==> src/rtl/horner_pkg.sv <==
// Shared types and constants for the Horner polynomial evaluator.
// Arithmetic is unsigned Q8.8 with saturation to Q_MAX.
package horner_pkg;
  localparam int DATA_W = 16;
  localparam int ADDR_W = 3;
  localparam int Q_FRAC = 8;
  localparam logic [DATA_W-1:0] Q_ONE = 16'h0100;
  localparam logic [DATA_W-1:0] Q_MAX = 16'hFFFF;

  typedef enum logic [1:0] {
    IDLE,
    LOAD,
    MAC,
    DONE
  } state_e;
endpackage

==> src/rtl/horner_evaluator_sat_mac.sv <==
// Saturating Q8.8 multiply-accumulate acc*x+coef; purely combinational, zero latency.
// Both the product and the sum clamp to Q_MAX instead of wrapping.
module sat_mac
  import horner_pkg::*;
(
  input  logic [DATA_W-1:0] acc,
  input  logic [DATA_W-1:0] x,
  input  logic [DATA_W-1:0] coef,
  output logic [DATA_W-1:0] mac
);

  logic [2*DATA_W-1:0] prod;
  logic [DATA_W-1:0]   mul_sat;
  logic [DATA_W:0]     sum;

  always_comb begin
    prod = acc * x;
    // Any integer bits above Q8.8 range mean overflow; fraction bits are truncated.
    if (|prod[2*DATA_W-1:DATA_W+Q_FRAC]) begin
      mul_sat = Q_MAX;
    end else begin
      mul_sat = prod[DATA_W+Q_FRAC-1:Q_FRAC];
    end
    sum = {1'b0, mul_sat} + {1'b0, coef};
    mac = sum[DATA_W] ? Q_MAX : sum[DATA_W-1:0];
  end

endmodule

==> src/rtl/horner_evaluator.sv <==
// Horner evaluator over an external zero-latency coefficient LUT; done TERMS edges after start.
// start is only accepted in IDLE; requests while busy are dropped, not queued.
module horner_evaluator
  import horner_pkg::*;
#(
  parameter int TERMS = 8
) (
  input  logic              clk,
  input  logic              rst_n,
  input  logic              start,
  input  logic [DATA_W-1:0] x,
  output logic [ADDR_W-1:0] address,
  input  logic [DATA_W-1:0] data,
  output logic              busy,
  output logic              done,
  output logic [DATA_W-1:0] result
);

  state_e            state_q, state_d;
  logic [ADDR_W-1:0] addr_q, addr_d;
  logic [DATA_W-1:0] x_q, x_d;
  logic [DATA_W-1:0] acc_q, acc_d;
  logic [DATA_W-1:0] result_q, result_d;
  logic [DATA_W-1:0] mac_w;

  sat_mac u_sat_mac (
    .acc  (acc_q),
    .x    (x_q),
    .coef (data),
    .mac  (mac_w)
  );

  always_ff @(posedge clk) begin
    if (!rst_n) begin
      state_q  <= IDLE;
      addr_q   <= '0;
      x_q      <= '0;
      acc_q    <= '0;
      result_q <= '0;
    end else begin
      state_q  <= state_d;
      addr_q   <= addr_d;
      x_q      <= x_d;
      acc_q    <= acc_d;
      result_q <= result_d;
    end
  end

  always_comb begin
    state_d  = state_q;
    addr_d   = addr_q;
    x_d      = x_q;
    acc_d    = acc_q;
    result_d = result_q;
    case (state_q)
      IDLE: begin
        if (start) begin
          x_d     = x;
          addr_d  = ADDR_W'(TERMS - 1);
          state_d = LOAD;
        end
      end
      LOAD: begin
        acc_d   = data;
        addr_d  = ADDR_W'(TERMS - 2);
        state_d = MAC;
      end
      MAC: begin
        acc_d = mac_w;
        if (addr_q == '0) begin
          result_d = mac_w;
          state_d  = DONE;
        end else begin
          addr_d = addr_q - 1'b1;
        end
      end
      DONE: begin
        addr_d  = '0;
        state_d = IDLE;
      end
      default: state_d = IDLE;
    endcase
  end

  assign address = addr_q;
  assign busy    = (state_q != IDLE);
  assign done    = (state_q == DONE);
  assign result  = result_q;

endmodule

==> config.mk <==
export PLATFORM = sky130hd
export DESIGN_NAME = horner_evaluator
export DESIGN_NICKNAME = d
export VERILOG_FILES = /design/src/rtl/horner_pkg.sv /design/src/rtl/horner_evaluator_sat_mac.sv /design/src/rtl/horner_evaluator.sv
export SDC_FILE = /design/constraint.sdc
export NUM_CORES = 1
export LEC_CHECK = 0
export CORE_MARGIN = 5
export CORE_UTILIZATION = 46
export DETAILED_ROUTE_END_ITERATION = 6
export GPL_TIMING_DRIVEN = 0
export PLACE_DENSITY = 0.68
export SYNTH_ARGS = -nofsm -noshare
export SYNTH_HDL_FRONTEND = slang
export SYNTH_SLANG_ARGS = --single-unit
export TNS_END_PERCENT = 10
==> constraint.sdc <==
create_clock -name clk -period 9.3 [get_ports clk]
set_input_delay 1.86 -clock clk [delete_from_list [all_inputs] [get_ports clk]]
set_output_delay 1.86 -clock clk [all_outputs]
set_load 0.03 [all_outputs]
# Word-level counts from Yosys, hierarchy flattened
# Cells that the tools add are included.
# classes
n_reduce_logical	9
mux	9
n_mul	1
eq_ne	6
addsub	2
# ops
cell	count
$mul A16 B16 Y32	1
$mux W16	2
$pmux W16 S2	1
$add A16 B16 Y17	1
$pmux W3 S4	1
$pmux W2 S4	1
$reduce_and A2 Y1	4
$reduce_or A8 Y1	1
$mux W3	2
$ne A2 B2 Y1 const B	3
$eq A2 B2 Y1 const B	2
$mux W2	2
$reduce_bool A2 Y1	2
$logic_not A3 Y1	1
$sub A3 B1 Y3 const B	1
$eq A2 B1 Y1 const B	1
$logic_not A2 Y1	1
# totals
regBits	53
word_cells	32
input_bits	35

# Longest topological paths before layout
# Gate-level depths: netlist (run 1).
# logic_depth
ltp_word	6
ltp_mapped	38
mapped_depth_nobuf	34

# Cells and area by module
# From an unflattened synthesis (run 1), not the netlist that was laid out.
# unflattened
cells_unflattened	1332
area_unflattened_um2	11347.1
# modules_own_cells
mod	n_inst	cells_per_inst	area_each_um2
sat_mac	1	1081	9232.6
horner_evaluator	1	251	2114.5

# Worst setup path after synthesis (run 1)
# Ideal clock, no wire load.
# synth_timing
kind	register to register
start	register x_q[9]
end	register acc_q[1]
setup_ns	0.115
required_ns	9.185
arrival_time_ns	8.845
n_path_buf	4
stages_incl_launch_ff	37
path_slack_ns	0.340
cell_sequence	dfxtp_1 -> clkbuf_1 -> clkbuf_1 -> nand2_1 -> fa_1 -> inv_1 -> fa_1 -> inv_1 -> fa_1 -> inv_1 -> fa_1 -> fa_1 -> inv_1 -> fa_1 -> inv_1 -> ha_1 -> a21oi_1 -> o21ai_2 -> a2111oi_4 -> a22oi_4 -> a2111oi_2 -> a31oi_1 -> or4_4 -> nor4_4 -> buf_6 -> nand2_1 -> ha_1 -> nor2b_1 -> o2111ai_1 -> nand4_1 -> a311oi_1 -> o21bai_1 -> a21oi_1 -> and2_1 -> clkbuf_1 -> a221oi_1 -> o21a_1
# synth_via
elab_chain_cells	6
# synth_rtl
element	line	source
start, declared	horner_evaluator.sv:21	logic [DATA_W-1:0] x_q, x_d;
start signal, assigned	horner_evaluator.sv:37	x_q <= '0;
start signal, assigned	horner_evaluator.sv:43	x_q <= x_d;
$mul A16 B16 Y32 *	horner_evaluator_sat_mac.sv:17	prod = acc * x;
$reduce_or A8 Y1	horner_evaluator_sat_mac.sv:19	if (|prod[2*DATA_W-1:DATA_W+Q_FRAC]) begin
$mux W16 *	horner_evaluator_sat_mac.sv:19	
$add A16 B16 Y17 *	horner_evaluator_sat_mac.sv:24	sum = {1'b0, mul_sat} + {1'b0, coef};
$mux W16 *	horner_evaluator_sat_mac.sv:25	mac = sum[DATA_W] ? Q_MAX : sum[DATA_W-1:0];
$pmux W16 S2 *	horner_evaluator.sv:55	case (state_q)
end signal, assigned	horner_evaluator.sv:38	acc_q <= '0;
end signal, assigned	horner_evaluator.sv:44	acc_q <= acc_d;
end, declared	horner_evaluator.sv:22	logic [DATA_W-1:0] acc_q, acc_d;
# Mark *: on every way between the ends. The rest lies on a longest branch, timed or not.
# A chain may end at the register's enable or synchronous reset.

# Worst setup path after layout (run 1)
# layout_timing
start	register acc_q[13]
end	register acc_q[4]
# layout_via
elab_chain_cells	6
# layout_rtl
element	line
$mul A16 B16 Y32 *	horner_evaluator_sat_mac.sv:17
$reduce_or A8 Y1	horner_evaluator_sat_mac.sv:19
$mux W16 *	horner_evaluator_sat_mac.sv:19
$add A16 B16 Y17 *	horner_evaluator_sat_mac.sv:24
$mux W16 *	horner_evaluator_sat_mac.sv:25
$pmux W16 S2 *	horner_evaluator.sv:55
# Marked as above.

==> results by group, run 1 <==
Outcome
  – Status: completed

Logic synthesis
  – Register area share after synthesis: 9.07%
  – FFs w/ async S/R, synth: 0%
  – YS warnings: 0
  – Post-synth net total: roughly 1,700
  – #FFs+latches synth: 53
  – Post-synth EDFFs: 0
  – Ys flop type: dfxtp_1
  – Cell variety after synth: slightly below 60
  – Mapped Area: between 10,000 and 15,000 um2
  – Mean Syn Cell Area: 8.45 um2
  – Post-synthesis instance total: around 1,400

Timing
  – Final period util: about 100%
  – Worst slew pin tran: 0.641 ns
  – Max-slew violations: 0
  – Final hold slack: between 0.4 and 0.5 ns
  – Final Hold Vio Count: 0
  – Tmin final: approximately 9.0 ns
  – Setup TNS: 0 ns
  – Clock skew: approximately 0.011 ns
  – Slew headroom: between 50% and 60%
  – Final setup vio count: 0
  – Fmax: 0.111 GHz

Final layout
  – Fin util: 53.7%
  – Nets@finish: between 1,500 and 2,000
  – Layout area overhead: 15.3%
  – Share of cells above drive strength 1: a little over a tenth
  – Fillers: 2,407
  – Antenna Cells: 0

Routing
  – Routed wire length: 32,000 um
  – Router iterations before antenna repair: 5
  – Metal3 WL: between 1000 and 1500 um
  – Highest metal used: met4
  – Via density: around 5.3
  – DR vias: ~9,500
  – DRC: 0
  – Wire per inst: roughly 18 um
  – M1 WL: roughly 14,000 um
  – Post-DRT Antenna Nets: 0
  – Number of DRC markers in iteration 0: 474
  – Routed wl met2: 15,000 um

GRT
  – Total GRT Usage: roughly 23%
  – Grt total ovfl: 0
  – Vias in the first global route: roughly 10,000
  – First-pass GRT wire length: approximately 53,000 um
  – Initial antenna violation count: 1
  – Largest net degree at the start of global routing: 18

CTS
  – CTS Sinks: 53
  – Clock root buffer: clkbuf_16
  – Clk buf depth: 2
  – CTS clk-pin slew, worst paths: approximately 0.080 ns
  – Clock Latency Late Sink: 0.30 ns
  – H-Tree Level Count: 2
  – TritonCTS Buffers: 5
  – CTS tree: yes

Die
  – # rows: 58
  – I/O pin total: 56
  – Die X-Extent: approximately 170 um
  – Die area: roughly 29,000 um2
  – Total core area: 25,100 um2
  – Starting Density: 46.6%
  – Die height: about 170 um

Setup path
  – Critical path class: flip-flop to flip-flop
  – Crit-path max cell delay: ~0.55 ns
  – Crit path max fanout: 10
  – Crit-path slowest cell: fa_1
  – CP most frequent cell: fa_1
  – Crit. End Element: flip-flop
  – Worst Path Arrival: between 9 and 10 ns
  – Startpoint types: flip-flop
  – Worst endpoint required time: 9.49 ns

Power and ir drop
  – Worst VDD drop: 0.230 mV
  – Leak Pwr: about 6.5 nW
  – Tot Pwr: 0.00336 W
  – P per Cell Area: about 250 nW/um2

Placed design
  – Port buffer count: 55
  – Final Wtd Congestion: about 0.95
  – HPWL after DPL: ~26,000 um

Run
  – Max-cap violations: 0

Min path
  – Hold Crit Class: flip-flop to flip-flop
-- final cells by class --
| cell class | count | area, um2 | share of cell area [%] |
|---|---|---|---|
| buffer | 49 | 365 | 2.71 |
| clock buffer | 5 | 125 | 0.927 |
| clock inverter | 2 | 16.3 | 0.121 |
| inverter | 259 | 972 | 7.21 |
| multi-input combinational | 1016 | 9680 | 71.8 |
| sequential | 53 | 1150 | 8.56 |
| tap | 330 | 413 | 3.06 |
| timing repair buffer | 83 | 764 | 5.67 |
-- worst max-delay path, delay by kind of cell (launching register included) --
family,cells,cell delay [ns]
adder cells (fa/ha/maj),8,3.72
buffers and inverters,7,0.73
flip-flops,1,0.39
AND/OR/NAND/NOR,9,1.88
AO/OA/AOI/OAI,10,2.19
-- per-layer routing --
layer | track usage [%] | vias to the layer above
li1 | - | 4501
met1 | 31.6 | 4716
met2 | 37.0 | 250
met3 | 2.84 | 55
met4 | 9.94 | 0
met5 | 0 | -
-- power by group --
part / leakage (nW) / switching (W) / total (W) / internal [W]
combinational: 6.00 / 0.00160 / 0.00273 / 0.00113
clock: 0.0659 / 0.0000905 / 0.000190 / 0.0000991
sequential: 0.453 / 0.000133 / 0.000434 / 0.000300
total: 6.52 / 0.00182 / 0.00336 / 0.00153
-- cell families (layout without fill, tap and decap cells) --
group / Yosys count / count (layout) / synth area share (%)
flip-flops: 53 / 53 / 9.07
XOR/XNOR: 35 / 35 / 2.62
AND/OR/NAND/NOR: 450 / 450 / 19.4
AO/OA/AOI/OAI: 211 / 212 / 12.0
adder cells (fa/ha/maj): 319 / 319 / 46.5
buffers and inverters: 317 / 398 / 10.3
-- placed cells by master (no fill, tap or decap), types with 28 or more instances in the layout --
master / n
ha_1: 115
o21ai_0: 44
fa_1: 191
and2_1: 145
nor2_1: 28
buf_4: 33
clkdlybuf4s50_1: 55
a21oi_1: 53
nand2_1: 190
inv_1: 258
-- cells in the mapped netlist, types with 2 or more instances --
cell type,n,area share [%]
and3_1,6,0.32
nand2b_1,6,0.32
o2111ai_1,3,0.22
and2_1,147,7.9
o211ai_1,2,0.13
fa_1,194,33
o21bai_1,9,0.58
a21boi_0,19,1.2
a31o_1,2,0.15
xnor2_1,21,1.6
ha_1,125,13
nor2_1,29,0.93
o21ai_0,46,2.0
a21o_1,9,0.58
nand3_1,9,0.38
a21oi_4,2,0.28
a31oi_1,13,0.69
o221ai_1,5,0.37
or2_2,2,0.11
xor2_1,14,1.0
nand2_2,7,0.37
nand4_1,9,0.48
nor3_1,8,0.34
or3_1,4,0.21
buf_6,2,0.19
a311oi_1,2,0.15
clkbuf_1,56,1.8
a31o_2,5,0.37
a21oi_1,57,2.4
o21a_1,11,0.71
a22oi_1,2,0.13
nand2_1,193,6.2
o21ai_1,5,0.21
a211o_1,2,0.15
nor4_1,4,0.21
o211a_1,5,0.43
dfxtp_1,53,9.1
nor2b_1,18,0.96
inv_1,259,8.3
-- metrics by stage --
step	instances	instance area (um2)	worst slack, ns
6_report	1797	13500	0.270
3_3_place_gp	1770	12700	-1.66
4_1_cts	1781	13200	0.0228
2_1_floorplan	1385	11700	0.340
3_5_place_dp	1770	12700	-1.66
5_1_grt	1797	13500	-0.0567
-- final timing paths --
kind / depth (start not counted) / start / slack [ns] / end
min reg2reg: 2 / result[15] / 0.49 / result[15]
min: 2 / result[15] / 0.49 / result[15]
max: 34 / acc_q[13] / 0.27 / acc_q[4]
max reg2reg: 34 / acc_q[13] / 0.27 / acc_q[4]
-- flip-flops by register name, summed over array words and instances (netlist names) --
name / flops
x_q: 16
result: 16
acc_q: 16
address: 3
state_q: 2
-- what timing repair did --
| action | in CTS | in global routing |
|---|---|---|
| gates cloned | 1 | 0 |
| setup buffers | 6 | 22 |
| setup endpoints to repair | 32 | 32 |
| resized for setup | 123 | 70 |
| pin swaps | 6 | 20 |
| hold buffers | 0 | 0 |
Power figures use the tool's default switching activity.
==> inputs of run 2 (changes only) <==
--- a/config.mk
+++ b/config.mk
@@ -7,9 +7,11 @@
 export LEC_CHECK = 0
 export CORE_MARGIN = 5
 export CORE_UTILIZATION = 46
+export CTS_BUF_LIST = sky130_fd_sc_hd__clkbuf_4
 export DETAILED_ROUTE_END_ITERATION = 6
 export GPL_TIMING_DRIVEN = 0
 export PLACE_DENSITY = 0.68
+export SETUP_SLACK_MARGIN = 0.4
 export SYNTH_ARGS = -nofsm -noshare
 export SYNTH_HDL_FRONTEND = slang
 export SYNTH_SLANG_ARGS = --single-unit
==> run 2 against run 1 <==
Net effect: wire length grew 8.1%; non-clock buffer count rose by 63; sequential cell count unchanged; clock power is 23% lower; register-to-register slack better by 0.06 ns; first-iteration DRC count grew 35%; critical path depth up 4; core utilization grew 3.6 points; global-route usage rose by 1.1 points; die area unchanged; sequential power down 9.9%; largest cell class unchanged; highest routed layer unchanged.
==> results by group, run 2 (synthesis results as in run 1) <==
Final layout
  – Area of the multi-input gates: 9880 um2 (was 9680 um2)
  – Nets@finish: 1,883 (was 1,821)
  – Layout area overhead: 23.0% (was 15.3%)
  – Register area: 1170 um2 (was 1150 um2)
  – Commonest non-fill, non-tap cells in the layout: inv_1 (249), fa_1 (189), nand2_1 (185) (was inv_1 (258), fa_1 (191), nand2_1 (190))
  – Commonest non-fill, non-tap cell in the layout: inv_1 (unchanged)
  – Share of cells above drive strength 1: 16.4% (was 10.7%)
  – Final instance area: 14,400 um2 (was 13,500 um2)
  – Fillers: 2,251 (was 2,407)
  – Fin util: 57.3% (was 53.7%)

Power and ir drop
  – Worst VDD drop: 0.253 mV (was 0.230 mV)
  – Int Pwr: 0.00173 W (was 0.00153 W)
  – Sw power: 0.00197 W (was 0.00182 W)
  – Leak Pwr: 6.97 nW (was 6.52 nW)
  – Register share of total power: 10.6% (was 12.9%)
  – Comb pwr share: 85.4% (was 81.4%)
  – P per Cell Area: 257 nW/um2 (was 249 nW/um2)
  – Switching Fraction: 53.2% (was 54.3%)
  – Clk pwr share: 4.0% (was 5.7%)

Die
  – # rows: 58 (unchanged)
  – Starting Density: 46.6% (unchanged)
  – Die X-Extent: 170 um (unchanged)
  – I/O pin total: 56 (unchanged)
  – Total core area: 25,100 um2 (unchanged)
  – Die height: 170 um (unchanged)
  – Die area: 28,700 um2 (unchanged)

Timing
  – Tmin final: 8.97 ns (was 9.03 ns)
  – Final Hold Vio Count: 0 (unchanged)
  – Unrepaired setup endpoints after global routing: true
  – Setup WS post-layout: 0.328 ns (was 0.270 ns)
  – Worst slew pin tran: 0.660 ns (was 0.641 ns)
  – Slew headroom: 56.0% (was 57.3%)
  – Fmax: 0.111 GHz (about the same)
  – Final setup vio count: 0 (unchanged)
  – Max-slew violations: 0 (unchanged)
  – Final period util: 96.5% (was 97.1%)
  – Clock skew: 0.0232 ns (was 0.0110 ns)
  – Setup TNS: 0 ns (unchanged)

Placed design
  – HPWL after DPL: 26,100 um (about the same)
  – Setup slack at placement: -1.55 ns (was -1.66 ns)
  – Port buffer count: 55 (unchanged)
  – Final Wtd Congestion: 0.940 (was 0.947)
  – Area after DPL: 12,700 um2 (about the same)

CTS
  – Clock Latency Late Sink: 0.41 ns (was 0.30 ns)
  – H-Tree Level Count: 2 (unchanged)
  – Clock root buffer: clkbuf_4 (was clkbuf_16)
  – TritonCTS Buffers: 5 (unchanged)
  – Cts-stage hold buffer count: 0 (unchanged)
  – CTS Sinks: 53 (unchanged)
  – Clk buf depth: 2 (unchanged)
  – CTS clk-pin slew, worst paths: 0.19 ns (was 0.08 ns)
  – CTS tree: yes (unchanged)

Setup path
  – Startpoint types: flip-flop (unchanged)
  – Crit-path max cell delay: 0.57 ns (was 0.55 ns)
  – Reg2reg start: x_q[8] (was acc_q[13])
  – Worst Path Arrival: 9.28 ns (was 9.22 ns)
  – Critical path class: flip-flop to flip-flop (unchanged)
  – Crit-path slowest cell: fa_2 (was fa_1)
  – Worst endpoint required time: 9.61 ns (was 9.49 ns)
  – Crit path max fanout: 8 (was 10)
  – CP most frequent cell: fa_1 (unchanged)
  – Endpoint of the worst register-to-register path: acc_q[1] (was acc_q[4])
  – CP Launch Point: x_q[8] (was acc_q[13])
  – Crit. End Element: flip-flop (unchanged)
  – Worst r2r path cells: 38 (was 34)
  – R2R Setup Slk: 0.33 ns (was 0.27 ns)

Routing
  – DRC: 0 (unchanged)
  – Post-DRT Antenna Nets: 0 (unchanged)
  – Routed wire length: 34,600 um (was 32,000 um)
  – Number of DRC markers in iteration 0: 642 (was 474)
  – Router iterations before antenna repair: 5 (unchanged)
  – Via density: 5.34 (was 5.30)
  – Wire per inst: 18.6 um (was 17.8 um)
  – DR vias: 9,936 (was 9,522)

Min path
  – Hold Crit Class: flip-flop to flip-flop (unchanged)
  – Hold endpoint: result[15] (unchanged)
  – Hold path depth: 2 (unchanged)
  – Worst hold start: result[15] (unchanged)

GRT
  – Vias in the first global route: 10,349 (was 10,014)
  – Initial antenna violation count: 1 (unchanged)
  – Grt total ovfl: 0 (unchanged)
  – First-pass GRT wire length: 55,400 um (was 52,900 um)
  – Largest net degree at the start of global routing: 19 (was 18)
  – Total GRT Usage: 24.1% (was 23.1%)

Outcome
  – Status: completed (unchanged)

Run
  – Max-cap violations: 0 (unchanged)
## run 2: worst max-delay path by stage
| stage | slack (ns) | to | cells after the start |
|---|---|---|---|
| CTS | 0.38 | acc_q[13] | 40 |
| detailed placement | -1.55 | acc_q[1] | 37 |
| floorplan | 0.42 | acc_q[1] | 36 |
| global route | 0.06 | acc_q[1] | 39 |
| global placement | -1.49 | acc_q[1] | 36 |
| finish | 0.33 | acc_q[1] | 38 |
## run 2: layout make-up
type | count | area share, %
tap | 330 | 2.87
sequential | 53 | 8.16
clock inverter | 3 | 0.339
antenna | 1 | 0.0174
timing repair buffer | 137 | 8.85
inverter | 259 | 6.76
clock buffer | 5 | 0.261
buffer | 58 | 4.07
multi-input combinational | 1015 | 68.7
## run 2: critical path, delay by kind of cell, from the launching register on
family          cells  cell delay, ns
fa+ha+maj           9            3.84
buf+inv            10            1.13
compound gates     13            2.27
flops               1            0.43
simple gates        6            1.19
## run 2: repair_timing
action	in CTS	in global routing
buffers inserted	54	27
pin swaps	32	45
cloned	0	1
resized for setup	196	103
endpoints found under the setup margin	32	32
## run 2: power by group through the flow
stage | Combinational, W | Clock, W | Sequential, W
global placement | 0.00229 | 0 | 0.000414
finish | 0.00315 | 0.000147 | 0.000391
global route | 0.00342 | 0.000156 | 0.000397
floorplan | 0.00165 | 0 | 0.000382
detailed placement | 0.00230 | 0 | 0.000413
CTS | 0.00278 | 0.000150 | 0.000385
## run 2: routing by layer
layer  track usage [%]  up-vias  share of wire (%)
li1                  -     4631                  -
met1              32.8     4877                 42
met2              40.2      349                 47
met3              2.56       79                6.0
met4              8.68        0                4.9
met5                 0        -                  0
## run 2: through the flow
step | cells | hold slack [ns] | power, W
3_3_place_gp | 1770 | 0.466 | 0.00270
4_1_cts | 1832 | 0.502 | 0.00332
5_1_grt | 1860 | 0.538 | 0.00398
2_1_floorplan | 1385 | 0.488 | 0.00203
6_report | 1861 | 0.505 | 0.00369
3_5_place_dp | 1770 | 0.475 | 0.00271
==> inputs of run 3 (changes only) <==
--- a/config.mk
+++ b/config.mk
@@ -11,6 +11,7 @@
 export DETAILED_ROUTE_END_ITERATION = 6
 export GPL_TIMING_DRIVEN = 0
 export PLACE_DENSITY = 0.68
+export REMOVE_ABC_BUFFERS = 1
 export SETUP_SLACK_MARGIN = 0.4
 export SYNTH_ARGS = -nofsm -noshare
 export SYNTH_HDL_FRONTEND = slang
==> run 3 against run 2 <==
Net effect: setup slack better by 0.28 ns; clock power decreased by 13%; cell area down 6.8%; wire length decreased by 16%; largest power group unchanged; critical endpoint is now acc_q[2]; worst hold slack lost 0.019 ns; via count decreased by 5.6%; sequential power grew 24%; critical path depth shrank 4; combinational power is 17% lower; fmax is 3.3% higher; critical path type unchanged; clock-buffer cell count is the same; sequential share of layout area up 0.46 points.
==> results by group, run 3 (synthesis results as in run 1) <==
Outcome
  – Status: completed (unchanged)

Min path
  – Hold Crit Class: flip-flop to flip-flop (unchanged)
  – Hold path depth: 2 (unchanged)
  – Hold endpoint: result[15] (unchanged)
  – Worst hold start: result[15] (unchanged)

CTS
  – Clock root buffer: clkbuf_4 (unchanged)
  – CTS clk-pin slew, worst paths: 0.21 ns (was 0.19 ns)
  – Clock Latency Late Sink: 0.43 ns (was 0.41 ns)
  – Clk buf depth: 2 (unchanged)
  – CTS Sinks: 53 (unchanged)
  – CTS tree: yes (unchanged)
  – TritonCTS Buffers: 5 (unchanged)
  – H-Tree Level Count: 2 (unchanged)

Setup path
  – CP most frequent cell: fa_1 (unchanged)
  – Critical path class: flip-flop to flip-flop (unchanged)
  – Crit-path max cell delay: 0.59 ns (was 0.57 ns)
  – R2R Setup Slk: 0.61 ns (was 0.33 ns)
  – Reg2reg start: acc_q[10] (was x_q[8])
  – Worst path bufs/invs: 8 (was 10)
  – Startpoint types: flip-flop (unchanged)
  – Crit. End Element: flip-flop (unchanged)
  – Worst endpoint required time: 9.63 ns (was 9.61 ns)
  – Endpoint of the worst register-to-register path: acc_q[2] (was acc_q[1])
  – Crit-path slowest cell: fa_1 (was fa_2)
  – Worst r2r path cells: 34 (was 38)
  – Crit path max fanout: 6 (was 8)
  – Crit-path leading delay family: adder cells (unchanged)
  – Worst Path Arrival: 9.02 ns (was 9.28 ns)

Power and ir drop
  – Worst VDD drop: 0.220 mV (was 0.253 mV)
  – Clk pwr share: 4.0% (about the same)
  – Leak Pwr: 6.47 nW (was 6.97 nW)
  – Sw power: 0.00175 W (was 0.00197 W)
  – Comb pwr share: 81.1% (was 85.4%)
  – P per Cell Area: 242 nW/um2 (was 257 nW/um2)
  – Switching Fraction: 53.9% (was 53.2%)
  – Register share of total power: 15.0% (was 10.6%)
  – Int Pwr: 0.00150 W (was 0.00173 W)

Die
  – Die area: 28,700 um2 (unchanged)
  – Total core area: 25,100 um2 (unchanged)
  – I/O pin total: 56 (unchanged)
  – # rows: 58 (unchanged)
  – Die height: 170 um (unchanged)
  – Starting Density: 46.6% (unchanged)
  – Die X-Extent: 170 um (unchanged)

Routing
  – Routed wire length: 29,000 um (was 34,600 um)
  – Number of DRC markers in iteration 0: 437 (was 642)
  – Post-DRT Antenna Nets: 0 (unchanged)
  – Via density: 5.29 (was 5.34)
  – Wire per inst: 16.4 um (was 18.6 um)
  – DR vias: 9,383 (was 9,936)
  – Router iterations before antenna repair: 7 (was 5)
  – DRC: 0 (unchanged)

Timing
  – Final period util: 93.4% (was 96.5%)
  – Fmax: 0.115 GHz (was 0.111 GHz)
  – Clock skew: 0.0280 ns (was 0.0232 ns)
  – Slew headroom: 25.9% (was 56.0%)
  – Final setup vio count: 0 (unchanged)
  – Tmin final: 8.69 ns (was 8.97 ns)
  – Worst slew pin tran: 1.11 ns (was 0.660 ns)
  – Unrepaired setup endpoints after global routing: true (unchanged)
  – Setup WS post-layout: 0.613 ns (was 0.328 ns)
  – Max-slew violations: 0 (unchanged)
  – Final hold slack: 0.485 ns (was 0.505 ns)
  – Final Hold Vio Count: 0 (unchanged)

GRT
  – Vias in the first global route: 9,677 (was 10,349)
  – Largest net degree at the start of global routing: 35 (was 19)
  – Total GRT Usage: 21.0% (was 24.1%)
  – Initial antenna violation count: 2 (was 1)
  – First-pass GRT wire length: 49,400 um (was 55,400 um)
  – Grt total ovfl: 0 (unchanged)

Run
  – Max-cap violations: 0 (unchanged)

Placed design
  – Setup slack at placement: -2.02 ns (was -1.55 ns)
  – Final Wtd Congestion: 0.917 (was 0.940)
  – HPWL after DPL: 21,900 um (was 26,100 um)
  – Port buffer count: 55 (unchanged)

Final layout
  – Area of the multi-input gates: 9790 um2 (was 9880 um2)
  – Fillers: 2,404 (was 2,251)
  – Layout area overhead: 14.6% (was 23.0%)
  – Fin util: 53.4% (was 57.3%)
  – Register area: 1160 um2 (was 1170 um2)
  – Commonest non-fill, non-tap cells in the layout: inv_1 (255), fa_1 (190), nand2_1 (187) (was inv_1 (249), fa_1 (189), nand2_1 (185))
  – Nets@finish: 1,795 (was 1,883)
  – Commonest non-fill, non-tap cell in the layout: inv_1 (unchanged)
  – Share of cells above drive strength 1: 11.9% (was 16.4%)
run 3: cell types whose count changed in the layout (fill, tap and decap cells not counted), moves of 7 or more:
cell | previous run | this run
buf_4 | 68 | 38
clkbuf_1 | 21 | 0
buf_8 | 12 | 0
clkbuf_8 | 9 | 0
dfxtp_2 | 1 | 8
dfxtp_4 | 30 | 23
run 3: worst max-delay path by stage:
stage,start,to,slack [ns],cells past startpoint
2_1_floorplan,x_q[7],acc_q[1],-0.03,34
5_1_grt,acc_q[10],acc_q[4],0.19,36
3_3_place_gp,acc_q[8],acc_q[1],-1.90,32
4_1_cts,acc_q[10],acc_q[11],0.37,36
3_5_place_dp,acc_q[11],acc_q[1],-2.02,32
6_report,acc_q[10],acc_q[2],0.61,34
run 3: final cells by class:
type	instances	area share (%)
well taps	330	3.08
diodes	1	0.0187
flip-flops and latches	53	8.63
clock inverters	3	0.252
repair buffers	107	7.53
multi-input cells	1015	73.0
inverters	259	7.25
clock buffers	5	0.280
run 3: stage by stage:
stage          power [W]  instance area [um2]  std cells  setup TNS (ns)
2_1_floorplan    0.00197                11500       1327         -0.0656
3_3_place_gp     0.00257                12400       1712          -47.82
3_5_place_dp     0.00259                12500       1714          -51.19
4_1_cts          0.00296                13000       1756               0
5_1_grt          0.00359                13400       1773               0
6_report         0.00325                13400       1773               0
run 3: worst reg2reg max path, delay by kind of cell, from the launching register on:
kind | cells | cell delay (ns)
AO/OA/AOI/OAI | 10 | 2.02
buffers and inverters | 8 | 0.84
flip-flops | 1 | 0.45
adder cells (fa/ha/maj) | 8 | 3.82
AND/OR/NAND/NOR | 8 | 1.46
run 3: routing by layer:
layer,track usage (%),routed length [um],vias to the layer above
met1,30.1,13300,4653
met5,0,0,-
met3,2.26,1480,37
met2,34.4,13500,241
li1,-,-,4452
met4,4.94,746,0
run 3: timing repair:
action,in CTS,in global routing
endpoints found under the setup margin,32,32
pin swaps,8,35
hold buffers,0,0
setup buffers,34,16
gates resized for setup,72,72
run 3: power groups by stage:
stage | clock network (W) | registers [W] | logic, W
final | 0.000128 | 0.000486 | 0.00263
after global routing | 0.000142 | 0.000503 | 0.00294
after detailed placement | 0 | 0.000503 | 0.00209
after floorplan | 0 | 0.000431 | 0.00154
after global placement | 0 | 0.000500 | 0.00207
after CTS | 0.000134 | 0.000485 | 0.00234
